$ cat src/rtl/word_dumper.sv
// word_dumper: walks a small word-addressed memory from address 0 upward and
// streams every 32-bit word out as four bytes, least significant byte first,
// over a valid/ready byte interface. A start pulse in IDLE launches one dump;
// done pulses for one cycle when the last byte has been accepted.
module word_dumper #(
    parameter int ADDR_WIDTH = 2
) (
    input  logic                  CLK,
    input  logic                  reset_n,
    input  logic                  start,
    output logic [ADDR_WIDTH-1:0] mem_addr,
    input  logic [31:0]           mem_data,
    output logic [7:0]            tx_data,
    output logic                  tx_valid,
    input  logic                  tx_ready,
    output logic                  busy,
    output logic                  done
);

    typedef enum logic [2:0] {
        IDLE,
        READ,
        LATCH,
        SEND,
        DONE
    } state_t;

    // Highest word address; reaching it on the last byte ends the dump
    // instead of wrapping back to word 0.
    localparam logic [ADDR_WIDTH-1:0] LAST_ADDR = '1;

    state_t                state;
    state_t                state_next;
    logic [ADDR_WIDTH-1:0] addr;
    logic [ADDR_WIDTH-1:0] addr_next;
    logic [1:0]            idx;
    logic [1:0]            idx_next;
    logic [31:0]           buffer;
    logic [31:0]           buffer_next;

    // State register plus the address, byte index and word buffer it steers.
    always_ff @(posedge CLK) begin
        if (!reset_n) begin
            state  <= IDLE;
            addr   <= '0;
            idx    <= 2'd0;
            buffer <= 32'd0;
        end else begin
            state  <= state_next;
            addr   <= addr_next;
            idx    <= idx_next;
            buffer <= buffer_next;
        end
    end

    // Next-state logic; everything holds unless a state explicitly updates it,
    // which is what keeps the byte stable while the transmitter stalls.
    always_comb begin
        state_next  = state;
        addr_next   = addr;
        idx_next    = idx;
        buffer_next = buffer;
        case (state)
            IDLE: begin
                if (start) begin
                    state_next = READ;
                    addr_next  = '0;
                    idx_next   = 2'd0;
                end
            end
            READ: begin
                state_next = LATCH;
            end
            LATCH: begin
                buffer_next = mem_data;
                idx_next    = 2'd0;
                state_next  = SEND;
            end
            SEND: begin
                if (tx_ready) begin
                    if (idx != 2'd3) begin
                        idx_next = idx + 2'd1;
                    end else if (addr != LAST_ADDR) begin
                        addr_next  = addr + ADDR_WIDTH'(1);
                        state_next = READ;
                    end else begin
                        state_next = DONE;
                    end
                end
            end
            DONE: begin
                addr_next  = '0;
                state_next = IDLE;
            end
            default: begin
                state_next = IDLE;
            end
        endcase
    end

    // Byte select from the buffered word; only registered values feed it.
    always_comb begin
        tx_data = buffer[7:0];
        case (idx)
            2'd0: tx_data = buffer[7:0];
            2'd1: tx_data = buffer[15:8];
            2'd2: tx_data = buffer[23:16];
            2'd3: tx_data = buffer[31:24];
            default: tx_data = buffer[7:0];
        endcase
    end

    assign mem_addr = addr;
    assign tx_valid = (state == SEND);
    assign busy     = (state != IDLE);
    assign done     = (state == DONE);

endmodule

$ cat config.mk
export PLATFORM = sky130hd
export DESIGN_NAME = word_dumper
export DESIGN_NICKNAME = d
export VERILOG_FILES = /design/src/rtl/word_dumper.sv
export SDC_FILE = /design/constraint.sdc
export NUM_CORES = 1
export LEC_CHECK = 0
export CAP_MARGIN = 15
export CORE_AREA = 2 2 65 67
export CTS_CLUSTER_DIAMETER = 120
export DETAILED_ROUTE_END_ITERATION = 7
export DIE_AREA = 0 0 67 69
export GPL_ROUTABILITY_DRIVEN = 0
export MAX_ROUTING_LAYER = met4
export PLACE_DENSITY = 0.79
export SLEW_MARGIN = 25
export SYNTH_ARGS = -nofsm -noshare
export SYNTH_HDL_FRONTEND = slang
export SYNTH_SLANG_ARGS = --single-unit
$ cat constraint.sdc
create_clock -name CLK -period 4.5 [get_ports CLK]
set_clock_uncertainty 0.05 [all_clocks]
set_input_delay 0.9 -clock CLK [delete_from_list [all_inputs] [get_ports CLK]]
set_output_delay 0.9 -clock CLK [all_outputs]
set_load 0.02 [all_outputs]
==> metrics.md <==
| Metric | Value |
|---|---|
| Layout Area Growth over Synthesis | `30.2%` |
| Most used DFF post-synth | `dfxtp_1` |
| Cell taking the most area after synthesis | `dfxtp_1` |
| Insertion delay of the later-clocked pin in the worst-skew pair | `0.29 ns` |
| Final clock period utilization by the worst path | `0.711` |
| Initial antenna violation count | `0` |
| Static Leakage | `0.902 nW` |
| Number of setup buffers added after CTS | `0` |
| Final setup slack of the worst path | `1.30 ns` |
| Worst reg-to-reg setup slack | `2.75 ns` |
| Sequential fraction of the synthesis area | `0.419` |
| Number of DRC markers after the initial detailed-route iteration | `159` |
| Pre-antenna DRT Iters | `4` |
| Worst slack at placement | `1.66 ns` |
| Crit path required time | `3.55 ns` |
| Number of input and output port buffers inserted | `48` |
| Hold Path Sink | `buffer[26]$_SDFFE_PN0P_` |
| Final critical path time including I/O delays and setup | `3.20 ns` |
| Share of cells above drive strength 1 | `0.0549` |
| Setup repair after global routing missed its margin | `no` |
| Post-Syn Area per Cell | `8.67 µm²` |
| Total of cells resized after clock tree synthesis | `0` |
| Run status | `finished clean` |
| Slew at the pin with the worst max-slew slack | `0.674 ns` |
| Part of the power in registers | `0.475` |
| Internal cell power | `0.609 mW` |
| Routed WL | `4130 µm` |
| Count of cells along the worst register-to-register path | `4` |
| Worst Min Path Start | `buffer[26]$_SDFFE_PN0P_` |
| Count of vias placed by the detailed router | `1579` |
| Number of flops mapped to enable cells by yosys | `0` |
| Post-synthesis instance area | `1860 µm²` |
| Distinct cell type count of the synthesized netlist | `29` |
| Worst Path Max Fanout | `8` |
| Largest cells by area after synthesis | `dfxtp_1, nand2_1, a21boi_1` |
| Post-route cell area | `2430 µm²` |
| Clock Path Buffers | `2` |
| Hold buffer count at CTS | `0` |
| Highest clock rate | `312 MHz` |
| Starting Density | `0.476` |
| Clock buffer count from CTS | `5` |
| Fraction of registers with async set or reset after synthesis | `0` |
| Sinks on the clock net | `39` |
| Pwr/cell area | `328 nW/µm²` |
| Die width | `67 µm` |
| Most common library cells after synthesis | `nand2_1, dfxtp_1, a21boi_1, inv_1, mux2i_1` |
| Vias/cell | `5.18` |
| Number of placement rows | `23` |
| Level count of the clock H-tree | `2` |
| Start of the worst register-to-register path | `state[1]$_SDFFE_PN0P_` |
| Startpoint type of the worst setup path | `flip-flop` |
| Post-synth top area share | `0.419` |
| Fill cell count | `375` |
| Switch Pwr | `0.188 mW` |
| Share of total power in the clock network | `0.374` |
| Switching power share of the total | `0.236` |
| Final hold violation count | `0` |
| Highest ir drop seen on vdd | `0.183 mV` |
| Routed length per placed instance | `13.5 µm` |
| Final net count | `295` |
| Critical path type | `reg -> out` |
| Number of warnings printed during yosys synthesis | `0` |
| FF+latch area | `781 µm²` |
| Worst EP arrival | `2.25 ns` |
| Area inside the core boundary | `3910 µm²` |
| Endpoint of the lowest-slack register-to-register path | `buffer[24]$_SDFFE_PN0P_` |
| Path type of the worst min-delay path | `reg -> reg` |
| Height of the chip | `69 µm` |
| Ports | `49` |
| Floorplan die area | `4620 µm²` |
| Max-Cap Viols | `0` |
| Count of state elements after synthesis | `39` |
| Number of antenna diodes | `0` |
| Instance area after placement | `2310 µm²` |
| Remaining number of nets flagged by the antenna check after routing | `0` |
| Tightest hold margin | `0.407 ns` |
| Root buf cell | `clkbuf_8` |
| GRT Overall Usage | `0.193` |
| Gate count after technology mapping | `215` |
| First-pass GRT wire length | `6820 µm` |
| Global route overflow | `0` |
| Cell with the most instances after synthesis | `nand2_1` |
| Area occupied by multi-input gates | `925 µm²` |
| Final setup viols | `0` |
| Net count after synthesis | `256` |
| Max_slew headroom | `0.550` |
| Via count of the first global-routing pass | `1530` |
| Post-detailed-route DRC marker count | `0` |
| Total half-perimeter wirelength after legalization and detailed placement | `2840 µm` |
| Count of pins over their slew limit | `0` |
| Cells on Worst Hold Path | `2` |
| Clock slew at the register clock pins of the worst setup and hold paths | `0.07 ns` |
| Setup crit end kind | `primary output` |
| Final sum of negative setup slack | `0 ns` |
| CTS tree | `done` |
| Pin count of the biggest net entering global routing | `42` |
| Share of power burned in combinational logic | `0.150` |
final cells by class:
class | instances | share of cell area
clock inverters | 2 | 0.0144
flip-flops and latches | 39 | 0.322
inverters | 10 | 0.0155
well taps | 50 | 0.0258
repair buffers | 50 | 0.207
clock buffers | 6 | 0.0340
multi-input cells | 148 | 0.381
state kept, by name, summed over array words and instances (netlist names):
signal	count
buffer	32
idx	2
state	3
mem_addr	2
routing by layer:
layer | part of all wire | global-route usage | up-vias
met4 | 0.0046 | 0.0612 | 0
met5 | 0 | - | -
li1 | - | - | 801
met1 | 0.44 | 0.238 | 725
met3 | 0.063 | 0.0424 | 6
met2 | 0.49 | 0.311 | 47
kinds of logic after synthesis:
logic type                 count (synthesis)  share of synthesized area
and+or+nand+nor                           86                      0.203
buffers and inverters                     28                     0.0846
adders and majority gates                  5                     0.0336
muxes                                     10                     0.0537
AOI/OAI and AO/OA                         47                      0.206
DFF                                       39                      0.419
critical path: stages, from the launching register on:
cell and delay [ns]:
dfxtp_1 0.39, inv_1 0.09, ha_1 0.31, a222oi_1 0.47, mux2i_1 0.14, clkdlybuf4s50_1 0.56
stage by stage:
step                cells   util  power [mW]
global route          305  0.620       0.828
global placement      296  0.586       0.502
finish                305  0.620       0.797
floorplan             215      -       0.458
CTS                   305  0.620       0.802
detailed placement    297  0.590       0.507
power by group through the flow:
stage                     clock, mW  sequential, mW  combinational [mW]
final                         0.298           0.379               0.120
after global routing          0.315           0.381               0.133
after CTS                     0.302           0.379               0.121
after detailed placement          0           0.387               0.120
after global placement            0           0.386               0.116
after floorplan                   0           0.379              0.0793
cell usage in the layout (no fill, tap or decap), types with 2 or more instances in the layout:
cell | Yosys | final
mux2i_1 | 10 | 10
dfxtp_1 | 39 | 39
clkdlybuf4s50_1 | 0 | 48
nor3b_1 | 2 | 2
clkbuf_8 | 0 | 6
nor2_1 | 6 | 6
o311ai_0 | 2 | 2
ha_1 | 5 | 5
a222oi_1 | 8 | 8
nand2b_1 | 3 | 3
a21boi_1 | 30 | 30
a21boi_0 | 2 | 2
nand2_1 | 67 | 67
inv_1 | 10 | 10
worst max path at each step:
stage | start | end | slack [ns] | depth (start not counted)
2_1_floorplan | idx[0]$_SDFFE_PN0P_ | tx_data[0] | 2.17 | 4
3_3_place_gp | idx[1]$_SDFFE_PN0P_ | tx_data[4] | 1.70 | 5
3_5_place_dp | idx[1]$_SDFFE_PN0P_ | tx_data[6] | 1.66 | 5
4_1_cts | idx[1]$_SDFFE_PN0P_ | tx_data[6] | 1.31 | 5
5_1_grt | idx[1]$_SDFFE_PN0P_ | tx_data[6] | 1.22 | 5
6_report | idx[1]$_SDFFE_PN0P_ | tx_data[6] | 1.30 | 5
Note: power is estimated with default switching activity, not from simulation.
==> edit (config.mk and constraints unchanged) <==
The 5 states of `state_t` get a Gray code encoding in 3 bits.
--- a/src/rtl/word_dumper.sv
+++ b/src/rtl/word_dumper.sv
@@ -19,9 +19,9 @@
 
     typedef enum logic [2:0] {
-        IDLE,
-        READ,
-        LATCH,
-        SEND,
-        DONE
+        IDLE  = 3'b000,
+        READ  = 3'b001,
+        LATCH = 3'b011,
+        SEND  = 3'b010,
+        DONE  = 3'b110
     } state_t;
 
Formal check against the unedited RTL: no difference found for any inputs over 10 cycles, from zero or initial values and one cycle with reset_n low; not proved beyond that.
==> edit against the original RTL <==
Sequential cell count unchanged. Non-clock buffer count decreased by 1. Setup slack improved by 120 ps. Sequential share of layout area increased by 0.61 points. Routed wire length decreased by 5.9%. Combinational power decreased by 19%. Area after synthesis decreased by 1.2%. First-iteration DRC count decreased by 49%. Hold slack got worse by 4.5 ps. Design area decreased by 1.9%. Largest power group unchanged. Power decreased by 14%. Clock power decreased by 26%.
==> edit: results (changes against the original RTL) <==
regToRegSetupSlack_ps: 2800  # was 2750 ps
synth.top_cells.by_count: "71 x sky130_fd_sc_hd__nand2_1, 39 x sky130_fd_sc_hd__dfxtp_1, 30 x sky130_fd_sc_hd__a21boi_1"  # was 67 x sky130_fd_sc_hd__nand2_1, 39 x sky130_fd_sc_hd__dfxtp_1, 30 x sky130_fd_sc_hd__a21boi_1
min_delay_path_depth: 2  # unchanged
power_leakage_uw: 0.0008677  # was 0.0009016 uW
fillerInstances: 389  # was 375
timing.hold.worst_endpoint: "buffer[2]$_SDFFE_PN0N_"  # was buffer[26]$_SDFFE_PN0P_
peakVddDrop_uv: 193.5  # was 183.2 uV
yosys.area_share.adder_pct: 3.399  # was 3.358%
worst-slew-pin-transition_ps: 571.2  # was 673.6 ps
synth_compound_area_share_pct: 20.60  # was 20.55%
r2r_start: "idx[0]$_SDFFE_PN0P_"  # was state[1]$_SDFFE_PN0P_
hold-worst-slack_ps: 402.3  # was 406.8 ps
aggregate_global_route_resource_usage_pct: 18.99  # was 19.32%
route.final.wire_length_um: 3888  # was 4131 um
r2r_end: "mem_addr[1]$_SDFFE_PN0P_"  # was buffer[24]$_SDFFE_PN0P_
synth_sequential_area_ratio_pct: 42.42  # was 41.91%
mappedNetlistNets: 260  # was 256
drive_gt1_share_pct: 5.019  # was 5.490%
synth.lib_cells_used.distinct: 30  # was 29
cts_htree_levels: 2  # unchanged
placed_wire_length_estimate_after_detailed_placement_um: 2759  # was 2838 um
worst_r2r_path_depth: 4  # unchanged
first_pass_grt_wire_length_um: 6672  # was 6817 um
grt_start_max_net_pins: 44  # was 42
min_path_type: "flip-flop to flip-flop"  # unchanged
layout.nets: 299  # was 295
drt_iter0_markers: 81  # was 159
detailedRoute.firstPassIterationCount: 5  # was 4
num_vias: 1586  # was 1579
timing.hold.worst.start: "buffer[2]$_SDFFE_PN0N_"  # was buffer[26]$_SDFFE_PN0P_
vias_in_the_first_global_route: 1486  # was 1530
run_status: "finished, final reports clean"  # unchanged
dominantRegCellSynth: "sky130_fd_sc_hd__dfxtp_1"  # unchanged
synthTopCellsByArea: "sky130_fd_sc_hd__dfxtp_1 42%, sky130_fd_sc_hd__nand2_1 14%, sky130_fd_sc_hd__a21boi_1 12%"  # was sky130_fd_sc_hd__dfxtp_1 42%, sky130_fd_sc_hd__nand2_1 13%, sky130_fd_sc_hd__a21boi_1 12%
arrival_ps: 2130  # was 2250 ps
synth.mux.area_fraction_pct: 5.438  # was 5.373%
slowest_delay_ps: 550
## edit: changes by cell type after synthesis, sizes merged, moves of 3 or more
cell | unedited run | this run
buf | 11 | 8
nand3 | 1 | 4
nand2 | 67 | 71
nor2 | 6 | 2
## edit: worst min-delay path: cells and delay by family (launching register included)
kind | cells | cell delay, ps
AO/OA/AOI/OAI | 1 | 50
flip-flops | 1 | 310
AND/OR/NAND/NOR | 1 | 50
## edit: power breakdown
part           internal (uW)  switching [uW]  leakage [uW]  total (uW)
registers                355            9.53      0.000315         365
logic                   55.8            41.1      0.000505        96.9
clock network            106             116     0.0000477         222
total                    517             167      0.000868         684
## edit: logic make-up (layout without fill, tap and decap cells)
logic type,count (synthesis),count (layout)
compound gates,48,48
buf+inv,29,69
flops,39,39
mux,10,10
fa+ha+maj,5,5
simple gates,88,88
## edit: layout make-up
class / instances / share of cell area [%]
repair buffers: 49 / 20.49
multi-input cells: 151 / 38.68
clock inverters: 3 / 0.6306
inverters: 12 / 1.892
well taps: 50 / 2.627
flip-flops and latches: 39 / 32.79
clock buffers: 5 / 2.890
## edit: worst max path at each step
stage | endpoint | from | depth (start not counted) | slack (ps)
finish | tx_data[3] | idx[0]$_SDFFE_PN0P_ | 5 | 1420
global route | tx_data[3] | idx[0]$_SDFFE_PN0P_ | 5 | 1230
detailed placement | tx_data[3] | idx[1]$_SDFFE_PN0P_ | 5 | 1730
global placement | tx_data[0] | idx[1]$_SDFFE_PN0P_ | 5 | 1780
CTS | tx_data[3] | idx[0]$_SDFFE_PN0P_ | 5 | 1410
floorplan | tx_data[0] | idx[0]$_SDFFE_PN0P_ | 4 | 2170
## edit: layer usage
metal | track usage [%] | up-vias | wire length [um]
met1 | 26.46 | 711 | 1931
li1 | - | 816 | -
met3 | 5.383 | 5 | 235
met2 | 27.06 | 54 | 1677
met5 | - | - | 0
met4 | 4.762 | 0 | 44
## edit: per-stage QoR
stage                     setup slack, ps  std cells  area (sq um)
after floorplan                      2167        219          1841
after global placement               1775        301          2293
after detailed placement             1734        301          2293
after CTS                            1414        309          2377
after global routing                 1232        309          2381
final                                1421        309          2381
